## config.mk

```make
export PLATFORM = sky130hd
export DESIGN_NAME = multiplier_arbiter
export DESIGN_NICKNAME = d
export VERILOG_FILES = /design/src/rtl/multiplier_pkg.sv /design/src/rtl/multiplier_rr_picker.sv /design/src/rtl/multiplier_arbiter.sv
export SDC_FILE = /design/constraint.sdc
export NUM_CORES = 1
export LEC_CHECK = 0
export ABC_AREA = 1
export CAP_MARGIN = 20
export CORE_UTILIZATION = 44
export CTS_CLUSTER_SIZE = 24
export DETAILED_ROUTE_END_ITERATION = 7
export PLACE_DENSITY = 0.86
export SETUP_SLACK_MARGIN = 0.2
export SYNTH_ARGS = -nofsm -noshare
export SYNTH_HDL_FRONTEND = slang
export SYNTH_SLANG_ARGS = --single-unit
```

## constraint.sdc

```tcl
create_clock -name clock -period 4.2 [get_ports clock]
set_input_delay 0.63 -clock clock [delete_from_list [all_inputs] [get_ports clock]]
set_output_delay 0.63 -clock clock [all_outputs]
set_load 0.005 [all_outputs]
```

## src/rtl/multiplier_pkg.sv

```systemverilog
// Shared types and helpers for the multiplier arbiter slice.
//   arb_state_t : arbiter FSM states (idle / multiplication outstanding)
//   onehot()    : index to one-hot vector, truncated by the caller to R bits
package multiplier_pkg;

  typedef enum logic {
    ARB_IDLE = 1'b0,
    ARB_RUN  = 1'b1
  } arb_state_t;

  localparam int ONEHOT_W = 32;

  function automatic logic [ONEHOT_W-1:0] onehot(input logic [ONEHOT_W-1:0] idx);
    return ONEHOT_W'(1) << idx;
  endfunction

endpackage

```

## src/rtl/multiplier_rr_picker.sv

```systemverilog
// Combinational round-robin picker.
//   req   : pending request levels, one bit per requester
//   last  : index of the most recently served requester
//   valid : at least one request pending
//   pick  : first set bit of req scanning upward from last+1, wrapping modulo R
module multiplier_rr_picker #(
  parameter  int R  = 4,
  localparam int LW = (R > 1) ? $clog2(R) : 1
) (
  input  logic [R-1:0]  req,
  input  logic [LW-1:0] last,
  output logic          valid,
  output logic [LW-1:0] pick
);

  logic [LW-1:0] idx;

  // Scan from the farthest candidate down to last+1 so the nearest hit wins.
  always_comb begin
    valid = 1'b0;
    pick  = '0;
    idx   = '0;
    for (int k = R; k >= 1; k--) begin
      idx = LW'((int'(last) + k) % R);
      if (req[idx]) begin
        valid = 1'b1;
        pick  = idx;
      end
    end
  end

endmodule

```

## src/rtl/multiplier_arbiter.sv

```systemverilog
// Round-robin front end sharing one start/ready multiplier among R requesters.
//   clock, n_reset        : clock, asynchronous active-low reset
//   req                   : per-requester request levels
//   req_multiplicand/_multiplier : packed operands, requester i at [i*N +: N]
//   grant / done          : one-hot single-cycle capture / completion pulses
//   product               : last result, held until the next done
//   busy                  : multiplication outstanding
//   mul_start/mul_ready/mul_multiplicand/mul_multiplier/mul_product : multiplier side
module multiplier_arbiter
  import multiplier_pkg::*;
#(
  parameter int N = 4,
  parameter int R = 4
) (
  input  logic           clock,
  input  logic           n_reset,
  input  logic [R-1:0]   req,
  input  logic [R*N-1:0] req_multiplicand,
  input  logic [R*N-1:0] req_multiplier,
  output logic [R-1:0]   grant,
  output logic [R-1:0]   done,
  output logic [2*N-1:0] product,
  output logic           busy,
  output logic           mul_start,
  input  logic           mul_ready,
  output logic [N-1:0]   mul_multiplicand,
  output logic [N-1:0]   mul_multiplier,
  input  logic [2*N-1:0] mul_product
);

  localparam int LW = (R > 1) ? $clog2(R) : 1;

  arb_state_t           state_q, state_d;
  logic [LW-1:0]        owner_q;
  logic [LW-1:0]        last_q;
  logic [LW-1:0]        pick;
  logic                 pick_valid;
  logic                 start_run;
  logic                 finish_run;
  logic [ONEHOT_W-1:0]  pick_oh;
  logic [ONEHOT_W-1:0]  owner_oh;

  multiplier_rr_picker #(.R(R)) u_picker (
    .req   (req),
    .last  (last_q),
    .valid (pick_valid),
    .pick  (pick)
  );

  assign pick_oh  = onehot(ONEHOT_W'(pick));
  assign owner_oh = onehot(ONEHOT_W'(owner_q));
  assign busy     = (state_q == ARB_RUN);

  always_ff @(posedge clock or negedge n_reset) begin
    if (!n_reset) state_q <= ARB_IDLE;
    else          state_q <= state_d;
  end

  // mul_start is still high in the first RUN cycle, and the multiplier may still
  // show ready from its idle state then; gating on !mul_start ignores that ready.
  always_comb begin
    state_d    = state_q;
    start_run  = 1'b0;
    finish_run = 1'b0;
    case (state_q)
      ARB_IDLE: begin
        if (pick_valid) begin
          start_run = 1'b1;
          state_d   = ARB_RUN;
        end
      end
      ARB_RUN: begin
        if (mul_ready && !mul_start) begin
          finish_run = 1'b1;
          state_d    = ARB_IDLE;
        end
      end
      default: state_d = ARB_IDLE;
    endcase
  end

  // Capture stage: operands on start, product on completion.
  always_ff @(posedge clock or negedge n_reset) begin
    if (!n_reset) begin
      grant            <= '0;
      done             <= '0;
      mul_start        <= 1'b0;
      owner_q          <= '0;
      last_q           <= LW'(R - 1);
      product          <= '0;
      mul_multiplicand <= '0;
      mul_multiplier   <= '0;
    end else begin
      grant     <= '0;
      done      <= '0;
      mul_start <= 1'b0;
      if (start_run) begin
        owner_q          <= pick;
        grant            <= pick_oh[R-1:0];
        mul_start        <= 1'b1;
        mul_multiplicand <= req_multiplicand[int'(pick)*N +: N];
        mul_multiplier   <= req_multiplier[int'(pick)*N +: N];
      end
      if (finish_run) begin
        product <= mul_product;
        done    <= owner_oh[R-1:0];
        last_q  <= owner_q;
      end
    end
  end

endmodule

```

==> flow_metrics.env <==
export IMPL_synth_xor_area_frac=0
export IMPL_fp_coreArea_sq_mm=0.00336
export IMPL_synth_cells=209
export IMPL_yosys_area_share_adder=0
export IMPL_drc=0
export IMPL_grt_max_degree=31
export IMPL_via_count=1617
export IMPL_drt_iter0_drc=93
export IMPL_cp_end_kind="register"
export IMPL_critPathMaxStageDelay_ns=0.45
export IMPL_start_kind="input port"
export IMPL_async_reset_ff_frac=1.00
export IMPL_finalHoldViolCount=0
export IMPL_synthMuxAreaShare=0
export IMPL_clkSinkCount=30
export IMPL_overflow=0
export IMPL_critPathLaunch="req[3]"
export IMPL_critPathBufInv=4
export IMPL_leakage_nw=1.17
export IMPL_dieArea_sq_mm=0.00379
export IMPL_fin_hold_ws_ns=0.492
export IMPL_drive_above_1_share=0.0780
export IMPL_io_pins=73
export IMPL_synth_top_cell_area_share=0.448
export IMPL_arrival_ns=2.58
export IMPL_drv_cap=0
export IMPL_fin_crit_sh=0.567
export IMPL_seq_area_frac_synth=0.482
export IMPL_antenna_found_initial=0
export IMPL_cts_max_level=2
export IMPL_finalSetupViolations=0
export IMPL_grtUsageTotal=0.243
export IMPL_path_clk_slew_ns=0.10
export IMPL_synth_area_leader_cell="dfrtp_1"
export IMPL_fin_skew_ns=0.00880
export IMPL_yosys_warnings=0
export IMPL_cp_required_ns=4.40
export IMPL_ys_dominant_reg_cell="dfrtp_1"
export IMPL_fin_setup_tns_ns=0
export IMPL_slew_headroom=0.486
export IMPL_drv_slew=0
export IMPL_ant_nets=0
export IMPL_die_y_um=61.6
export IMPL_synth_cell_types=20
export IMPL_hp_start="mul_multiplier[0]"
export IMPL_dp_hpwl_um=3120
export IMPL_cts_tree="done"
export IMPL_finalNetCount=328
export IMPL_synth_compound_area_share=0.0256
export IMPL_synth_most_common_cell="nand2_1"
export IMPL_ys_ff_latch=30
export IMPL_grt_pass1_wl_um=6490
export IMPL_clockBufferDepth=2
export IMPL_vias_per_cell=4.93
export IMPL_first_pass_iters=4
export IMPL_power_density_mw_per_mm2=770
export IMPL_netlist_top_cells_area="dfrtp_1 45%, nand2_1 21%, nand3_1 14%"
export IMPL_min_path_type="register to register"
export IMPL_r2r_start="last_q[0]"
export IMPL_post_cts_setup_buffer_count=0
export IMPL_clk_latency_ns=0.34
export IMPL_cts_hold_buffers=0
export IMPL_synthSimpleGateAreaFrac=0.421
export IMPL_fillers=288
export IMPL_numCtsBuffers=5
export IMPL_cts_root_buf="clkbuf_4"
export IMPL_critPathTopFamily="simple AND/OR/NAND/NOR gates"
export IMPL_wire_per_inst_um=12.9
export IMPL_cts_resized=0
export IMPL_cp_cell_sequence="clkdlybuf4s50_1 -> inv_1 -> o21ai_1 -> nand2_1 -> nand2_1 -> inv_2 -> nand3_1 -> nor2_1 -> nor2_2 -> inv_2 -> nand2_1 -> o21ai_0"
export IMPL_min_period_ns=2.38
export IMPL_timing_fmax_mhz=420
export IMPL_grt_pass1_vias=1467
export IMPL_worstSetupPathType="input port to register"
export IMPL_worstMarginPinSlew_ns=0.765
export IMPL_portBuffers=72
export IMPL_use_met3=0.0819
export IMPL_synthToLayoutAreaGrowth_pct=54.0
export IMPL_rows=21
export IMPL_peakVddDrop_v=0.000487
export IMPL_grtUsageMet2=0.373
export IMPL_top_usage_layer="met2"
export IMPL_synth_top_family_by_area="simple AND/OR/NAND/NOR gates"
export IMPL_crit_fanout=12
export IMPL_status="completed"
export IMPL_die_w_um=61.6
export IMPL_cpMostUsedCell="nand2_1"
export IMPL_rsz0062_at_grt="no"
export IMPL_syn_nets=256
export IMPL_cp_slowest_cell="clkdlybuf4s50_1"
export IMPL_place_congestion=0.938
export IMPL_start_util=0.465
export IMPL_antenna_cells=0
export IMPL_synth_area_per_cell_sq_um=7.48
export IMPL_synth_edff_count=0
export IMPL_synthTopCellsByCount="87 x nand2_1, 45 x nand3_1, 28 x dfrtp_1"
export IMPL_grtUsageMet1=0.314
export IMPL_wirelength_um=4240
export IMPL_syn_area_sq_mm=0.00156
## per-layer routing
metal | up-vias | routed length, um
met3 | 10 | 261
li1 | 810 | -
met4 | 0 | 86
met1 | 740 | 1740
met5 | - | 0
met2 | 57 | 2150
## power breakdown
group          leakage (nW)  internal (mW)  switching, mW  total, mW
combinational         0.737          0.441          0.599       1.04
sequential            0.375          0.423         0.0830      0.506
clock                0.0585          0.202          0.104      0.306
## cells in the final DEF (no fill, tap or decap), drive strengths merged
| cell | n |
|---|---|
| clkbuf | 6 |
| nand3 | 46 |
| o21ai | 6 |
| inv | 14 |
| nand2 | 92 |
| dfrtp | 28 |
| a21oi | 2 |
| nor2 | 8 |
| bufinv | 2 |
| dfstp | 2 |
| buf | 1 |
| clkdlybuf4s50 | 72 |
| nor3 | 3 |
## through the flow
stage	worst slack, ns	cell area (sq um)	utilization	power (mW)	instances
after floorplan	2.47	1560	-	1.18	209
after global placement	1.54	2290	0.682	1.52	320
after detailed placement	1.46	2290	0.682	1.55	320
after CTS	1.81	2410	0.715	1.86	328
after global routing	1.69	2410	0.715	2.02	328
final	1.82	2410	0.715	1.85	328
## sequential cells by signal, indices dropped and copies added (netlist names)
name              cells
last_q                2
owner_q               2
done                  4
grant                 4
busy                  1
mul_start             1
mul_multiplier        4
mul_multiplicand      4
product               8
## path summary, 6_finish.rpt
| path | endpoint | slack [ns] | cells past startpoint |
|---|---|---|---|
| worst min-delay path | mul_multiplier[0] | 0.49 | 2 |
| worst max register to register | mul_multiplier[0] | 1.91 | 11 |
| worst min register to register | mul_multiplier[0] | 0.49 | 2 |
| worst max-delay path | owner_q[1] | 1.82 | 12 |
| min in group asynchronous | grant[0] | 0.66 | 2 |
| max in group asynchronous | last_q[1] | 3.23 | 2 |
## worst register-to-register path, delay by kind of cell (launching register included)
family	cells	cell delay, ns
AO/OA/AOI/OAI	1	0.61
AND/OR/NAND/NOR	9	0.85
buffers and inverters	1	0.07
flip-flops	1	0.65
## layout make-up
class | instances | area (sq um) | area share
Sequential cell | 30 | 753 | 0.313
Inverter | 14 | 57.6 | 0.0239
Clock buffer | 6 | 51.3 | 0.0213
Clock inverter | 2 | 60.1 | 0.0250
Timing Repair Buffer | 73 | 728 | 0.303
Multi-Input combinational cell | 157 | 698 | 0.290
Tap cell | 46 | 57.6 | 0.0239
## cells by family (layout without fill, tap and decap cells)
group	after synthesis	after routing
AO/OA/AOI/OAI	8	8
buffers and inverters	22	95
flip-flops	30	30
AND/OR/NAND/NOR	149	149
(Power assumes the default switching activity.)
